[config.mk]
export PLATFORM = sky130hd
export DESIGN_NAME = df_fir_sequencer
export DESIGN_NICKNAME = d
export VERILOG_FILES = /design/src/rtl/df_fir_sequencer.sv
export SDC_FILE = /design/constraint.sdc
export NUM_CORES = 1
export LEC_CHECK = 0
export CAP_MARGIN = 20
export CORE_ASPECT_RATIO = 0.6
export CORE_MARGIN = 5
export CORE_UTILIZATION = 35
export CTS_CLUSTER_DIAMETER = 80
export DETAILED_ROUTE_END_ITERATION = 10
export PLACE_DENSITY = 0.59
export SLEW_MARGIN = 20
export SYNTH_ARGS = -nofsm -noshare
export SYNTH_HDL_FRONTEND = slang
export SYNTH_SLANG_ARGS = --single-unit
[constraint.sdc]
create_clock -name clk -period 4.6 [get_ports clk]
set_input_delay 0.92 -clock clk [delete_from_list [all_inputs] [get_ports clk]]
set_output_delay 0.92 -clock clk [all_outputs]
set_load 0.02 [all_outputs]
[src/rtl/df_fir_sequencer.sv]
// Time-multiplexed FIR tap engine: one tap per cycle through an external
// combinational coefficient multiplier, accumulated and saturated to 8 bits.
module df_fir_sequencer #(
  parameter int TAPS  = 4,
  parameter int ACC_W = 11
) (
  input  logic              clk,
  input  logic              rst,
  input  logic              in_valid,
  output logic              in_ready,
  input  logic [7:0]        in_data,
  input  logic [3*TAPS-1:0] coefs,
  output logic [7:0]        mul_data,
  output logic [2:0]        mul_coef,
  input  logic [7:0]        mul_prod,
  output logic              out_valid,
  input  logic              out_ready,
  output logic [7:0]        out_data,
  output logic              busy
);

  // state | meaning
  // IDLE  | waiting for a sample, in_ready high
  // MAC   | one tap per cycle, idx 0..TAPS-1
  // OUT   | result presented until out_ready
  localparam logic [1:0] IDLE = 2'd0;
  localparam logic [1:0] MAC  = 2'd1;
  localparam logic [1:0] OUT  = 2'd2;

  localparam int IDX_W = (TAPS > 1) ? $clog2(TAPS) : 1;
  localparam logic [IDX_W-1:0] LAST_IDX = IDX_W'(TAPS - 1);

  logic [1:0]       state_q, state_d;
  logic [IDX_W-1:0] idx_q, idx_d;
  logic [ACC_W-1:0] acc_q, acc_d;
  logic [7:0]       x_q [TAPS];
  logic [7:0]       x_d [TAPS];
  logic [2:0]       coef_q [TAPS];
  logic [2:0]       coef_d [TAPS];
  logic             out_valid_q, out_valid_d;
  logic [7:0]       out_data_q, out_data_d;

  logic [ACC_W-1:0] acc_sum;
  logic [7:0]       acc_sat;

  assign acc_sum = acc_q + {{(ACC_W-8){1'b0}}, mul_prod};
  assign acc_sat = (acc_sum > ACC_W'(255)) ? 8'hFF : acc_sum[7:0];

  assign in_ready  = (state_q == IDLE);
  assign busy      = (state_q == MAC) || (state_q == OUT);
  assign out_valid = out_valid_q;
  assign out_data  = out_data_q;
  assign mul_data  = (state_q == MAC) ? x_q[idx_q]    : 8'd0;
  assign mul_coef  = (state_q == MAC) ? coef_q[idx_q] : 3'd0;

  always_comb begin
    state_d     = state_q;
    idx_d       = idx_q;
    acc_d       = acc_q;
    out_valid_d = out_valid_q;
    out_data_d  = out_data_q;
    x_d         = x_q;
    coef_d      = coef_q;
    case (state_q)
      IDLE: begin
        if (in_valid) begin
          x_d[0] = in_data;
          for (int k = 1; k < TAPS; k++) x_d[k] = x_q[k-1];
          for (int k = 0; k < TAPS; k++) coef_d[k] = coefs[3*k +: 3];
          acc_d   = '0;
          idx_d   = '0;
          state_d = MAC;
        end
      end
      MAC: begin
        acc_d = acc_sum;
        if (idx_q == LAST_IDX) begin
          idx_d       = '0;
          out_valid_d = 1'b1;
          out_data_d  = acc_sat;
          state_d     = OUT;
        end else begin
          idx_d = idx_q + 1'b1;
        end
      end
      OUT: begin
        // out_data keeps its value after acceptance
        if (out_ready) begin
          out_valid_d = 1'b0;
          state_d     = IDLE;
        end
      end
      default: begin
        out_valid_d = 1'b0;
        state_d     = IDLE;
      end
    endcase
  end

  always_ff @(posedge clk) begin
    if (rst) begin
      state_q     <= IDLE;
      idx_q       <= '0;
      acc_q       <= '0;
      out_valid_q <= 1'b0;
      out_data_q  <= 8'd0;
      for (int k = 0; k < TAPS; k++) begin
        x_q[k]    <= 8'd0;
        coef_q[k] <= 3'd0;
      end
    end else begin
      state_q     <= state_d;
      idx_q       <= idx_d;
      acc_q       <= acc_d;
      out_valid_q <= out_valid_d;
      out_data_q  <= out_data_d;
      for (int k = 0; k < TAPS; k++) begin
        x_q[k]    <= x_d[k];
        coef_q[k] <= coef_d[k];
      end
    end
  end

endmodule

======== Yosys cells after proc, flatten, opt, wreduce, memory -nomap -nowiden ========
Index checks and enable logic that the tools add are counted.
W data, S select, Z words.
cells by class
  add/subtract/negate cells ............... 2
  magnitude comparators ................... 2
  equality and inequality tests ........... 6
  muxes and demuxes ....................... 21
  bitwise gates (word level) .............. 2
  reduce and logical (&&, ||, !) cells .... 8
operator list
  cell                   number
  $mux W8                4
  $pmux W11 S2           1
  $bmux W8 S2            1
  $add A11 B8 Y11        1
  $gt A11 B8 Y1 const B  1
  $mux W11               1
  $mux W2                5
  $mux W3                3
  $bmux W3 S2            1
  $pmux W2 S3            1
  $reduce_and A2 Y1      3
  $reduce_and A3 Y1      2
  $eq A2 B2 Y1 const B   2
  $ne A2 B2 Y1 const B   2
  $pmux W2 S2            1
  $ge A3 B3 Y1 const B   1
  $not A2 Y3             1
  $pmux W1 S3            1
  $add A2 B1 Y2 const B  1
  $eq A2 B1 Y1 const B   1
  $logic_not A2 Y1       1
  $mux W1                2
  $ne A2 B1 Y1 const B   1
  $reduce_bool A2 Y1     1
  other kinds (2)        2
storage, ports and cells
  register bits after elaboration ......... 68
  input port bits ......................... 32
  word-level logic and storage cells ...... 54

======== Depth between registers and ports, before layout ========
  word-level depth ........................ 5
  depth in mapped cells ................... 8
  depth with buffers taken out ............ 8

======== Least setup slack after synthesis ========
No wires, ideal clock.
  path type ............................... input -> register
  from .................................... input mul_prod[0]
  to ...................................... register out_data_q[5], in the netlist out_data[5]
  arrival time ............................ 2.650 ns
  path slack .............................. 1.804 ns
  stages .................................. 7
  cell sequence ........................... ha_1 fa_1 a21o_1 a21oi_2 o31ai_4 o41ai_4 a311oi_1
between the ends
  word-level cells in the longest chain between the ends .. 3
ends and longest elaborated chain
  what                  RTL line  RTL
  from (decl)           15        input logic [7:0] mul_prod,
  $add A11 B8 Y11 (*)   46        assign acc_sum = acc_q + {{(ACC_W-8){1'b0}}, mul_prod};
  $gt A11 B8 Y1         47        assign acc_sat = (acc_sum > ACC_W'(255)) ? 8'hFF : acc_sum[7:0];
  $mux W8 (*)           47
  to (signal assigned)  116       out_data_q <= out_data_d;
  to (decl)             41        logic [7:0] out_data_q, out_data_d;
Every way passes the cells marked *; elsewhere a longest branch is shown, timed or not.
A chain may end at the register's enable or synchronous reset.

======== Final worst setup path ========
  from .................................... register idx_q[0]
  to ...................................... output mul_data[1]
between the ends
  word-level cells in the longest chain between the ends .. 5
ends and longest elaborated chain
  what                                        RTL line  RTL
  from (decl)                                 34        logic [IDX_W-1:0] idx_q, idx_d;
  from (signal assigned)                      113       idx_q <= idx_d;
  $not A2 Y3 (implied by the code)            53        assign mul_data = (state_q == MAC) ? x_q[idx_q] : 8'd0;
  $bmux W8 S2                                 53
  $mux W8 (implied by the code) (2 in a row)  53
  $mux W8                                     53
  to (decl)                                   13        output logic [7:0] mul_data,
No other way between the ends. The select of a mux whose other input is x is not followed.

==> flow_summary_export.csv <==
group,metric,value,unit
status,status,"completed",
timing,layout_min_cycle_time,3.48,ns
clocking,htree_levels,3,
yosys,avgSynthCellArea,8.61,µm²
timing,final_hold_viol_count,0,
final_layout,nets,462,
floorplanning,die_h,84.5,µm
final_layout,final_common_cell,"nand2_1",
timing,skew,0.00483,ns
place,gp_congestion,0.824,
pwr,ir_drop,0.000235,V
yosys,synth_seq_cells,68,
final_layout,drive_above_1_share,0.0903,
yosys,yosysTopAreaCellShare,0.421,
place,hpwl,5.35,mm
yosys,ys_types,40,
floorplanning,rows,27,
timing,tightest_slew,1.08,ns
setup_path,cp-start-kind,"flip-flop",
clocking,cts_tree,"done",
route,drc_errors,0,
setup_path,crit_type,"reg2out",
setup_path,critPathRequiredTime,3.68,ns
run,drv_cap,0,
yosys,yosysSeqAreaShare,0.421,
pwr,leakagePower,1.46,nW
yosys,netlist_instances,376,
floorplanning,initial_utilization,0.356,
yosys,synth_nets,421,
setup_path,critPathArrivalTime,2.56,ns
route,drtPass1Iterations,4,
route,wl_per_cell,14.7,µm
floorplanning,io_pins,54,
clocking,clkSlewWorstSetupHoldPaths,0.05,ns
yosys,synth_top_cell_by_area,"dfxtp_1",
yosys,netlist_area,0.00324,mm²
timing,fmax,287,MHz
clocking,cts-resized-gates,0,
yosys,synth_area_leaders,"dfxtp_1 42%, nand2_1 11%, a21oi_1 8.2%",
route,drt-total-wl,7.89,mm
clocking,clkLatencyLatePin,0.33,ns
place,placement.io_buffers,53,
global_route,grt_pass1_wl,12.8,mm
setup_path,endpoint_kind,"primary output",
final_layout,fin_cells,537,
route,drt_iter0_drc,128,
pwr,power_density,392,mW/mm²
clocking,root_buffer,"clkbuf_16",
route,via_per_inst,5.06,
global_route,grt_max_degree,69,
clocking,clockBufferDepth,2,
global_route,track_usage,0.142,
timing,slew_viol_final,0,
clocking,cts_sinks,68,
route,ant_nets,0,
floorplanning,die_x,134,µm
place,dp_cells,522,
global_route,antenna_found_initial,0,
place,dpl_cell_area,0.00383,mm²
final_layout,areaGrowthSynthToFinish,27.1,%
global_route,grt-ovfl-total,0,
route,vias,2717,
clocking,hold_buffers,0,
floorplanning,core,0.00909,mm²
clocking,cts_buffers,9,
yosys,ys_warn_count,0,
global_route,grt_pass1_vias,2609,
clocking,cts_setup_buffers,0,
timing,tns,0,ns
setup_path,crit_fanout,14,
timing,fin_crit_sh,0.756,
hold_path,holdCritPathClass,"reg2reg",
timing,setup_viol,0,
timing,relSlewSlack,0.278,
final_layout,final_cell_area,0.00411,mm²
floorplanning,die_area,0.0113,mm²
timing,rsz0062_at_grt,"no",
final_layout,diodes,0,
final_layout,final_cell_mix,"96 x nand2_1, 68 x dfxtp_1, 53 x a21oi_1, 52 x clkdlybuf4s50_1, 27 x nor2_1",
==> synthesized netlist by cell type <==
master and number:
nand2_1 96, nand2b_1 1, mux4_2 11, a21oi_2 1, a31oi_1 2, nand3_1 3, xor2_1 2, inv_1 6
or3_1 1, fa_1 1, mux2i_1 1, a211oi_1 3, and2_1 13, nor3_1 3, buf_1 1, and2_0 1
clkbuf_1 23, o41ai_4 1, nand4_1 1, a2bb2oi_1 2, o311a_1 1, xnor2_1 5, nor2b_1 5, nor2_1 27
mux2_2 2, buf_2 2, o21ai_2 1, a211oi_2 2, o21a_1 1, a21oi_1 53, ha_1 12, a22oi_1 9
a21o_1 2, a21o_2 1, o31ai_4 1, o21ai_0 3, o211ai_2 2, a311oi_1 5, dfxtp_1 68, a2111oi_0 1
==> layout make-up <==
class,instances,area [µm²]
Fill cell,886,4970
Multi-Input combinational cell,276,1750
Sequential cell,68,1360
Timing Repair Buffer,56,548
Clock buffer,13,250
Tap cell,116,145
Clock inverter,2,35.0
Inverter,6,22.5
==> state kept, by name, indices dropped and copies added (netlist names) <==
register	flops
acc_q	11
state_q	2
idx_q	2
out_data	8
coef_q	12
x_q	32
out_valid	1
==> routing by layer <==
metal / wire length (µm) / global-route usage
met1: 4010 / 0.199
met2: 3290 / 0.203
met3: 472 / 0.0461
met4: 116 / 0.0527
met5: 0 / 0
==> power by group <==
group | switching [mW] | total [mW] | internal (mW)
Sequential | 0.0282 | 0.650 | 0.622
Combinational | 0.173 | 0.297 | 0.124
Clock | 0.233 | 0.664 | 0.430
Total | 0.435 | 1.61 | 1.18
==> worst max-delay path, stage by stage, from the launching register on <==
cell and delay (ns):
dfxtp_1 0.90, mux4_2 0.58, and2_1 0.19, clkdlybuf4s50_1 0.55
==> worst paths after layout <==
| check | startpoint | to | slack, ns | cells after the start |
|---|---|---|---|---|
| max | idx_q[0] | mul_data[1] | 1.12 | 3 |
| min | x_q[2] | x_q[2] | 0.45 | 2 |
| max reg2reg | acc_q[0] | out_data[6] | 2.17 | 7 |
| min reg2reg | x_q[2] | x_q[2] | 0.45 | 2 |
==> cells by family (layout without fill, tap and decap cells) <==
kind of cell               Yosys count  after routing  synth area share
buffers and inverters               32             77            0.0379
DFF                                 68             68             0.421
and+or+nand+nor                    151            151             0.195
muxes                               14             14            0.0866
xor gates and xnor gates             7              7            0.0189
adders and majority gates           13             13            0.0526
AOI/OAI and AO/OA                   91             91             0.189
==> per-stage QoR <==
| step | hold slack, ns | setup WS, ns | util | power, mW |
|---|---|---|---|---|
| 6_report | 0.450 | 1.12 | 0.453 | 1.61 |
| 5_1_grt | 0.469 | 0.966 | 0.453 | 1.69 |
| 2_1_floorplan | 0.433 | 1.80 | - | 0.858 |
| 4_1_cts | 0.452 | 1.08 | 0.453 | 1.63 |
| 3_3_place_gp | 0.441 | 1.16 | 0.421 | 0.954 |
| 3_5_place_dp | 0.445 | 1.14 | 0.421 | 0.958 |
No activity file was read; power rests on OpenSTA's default activity.
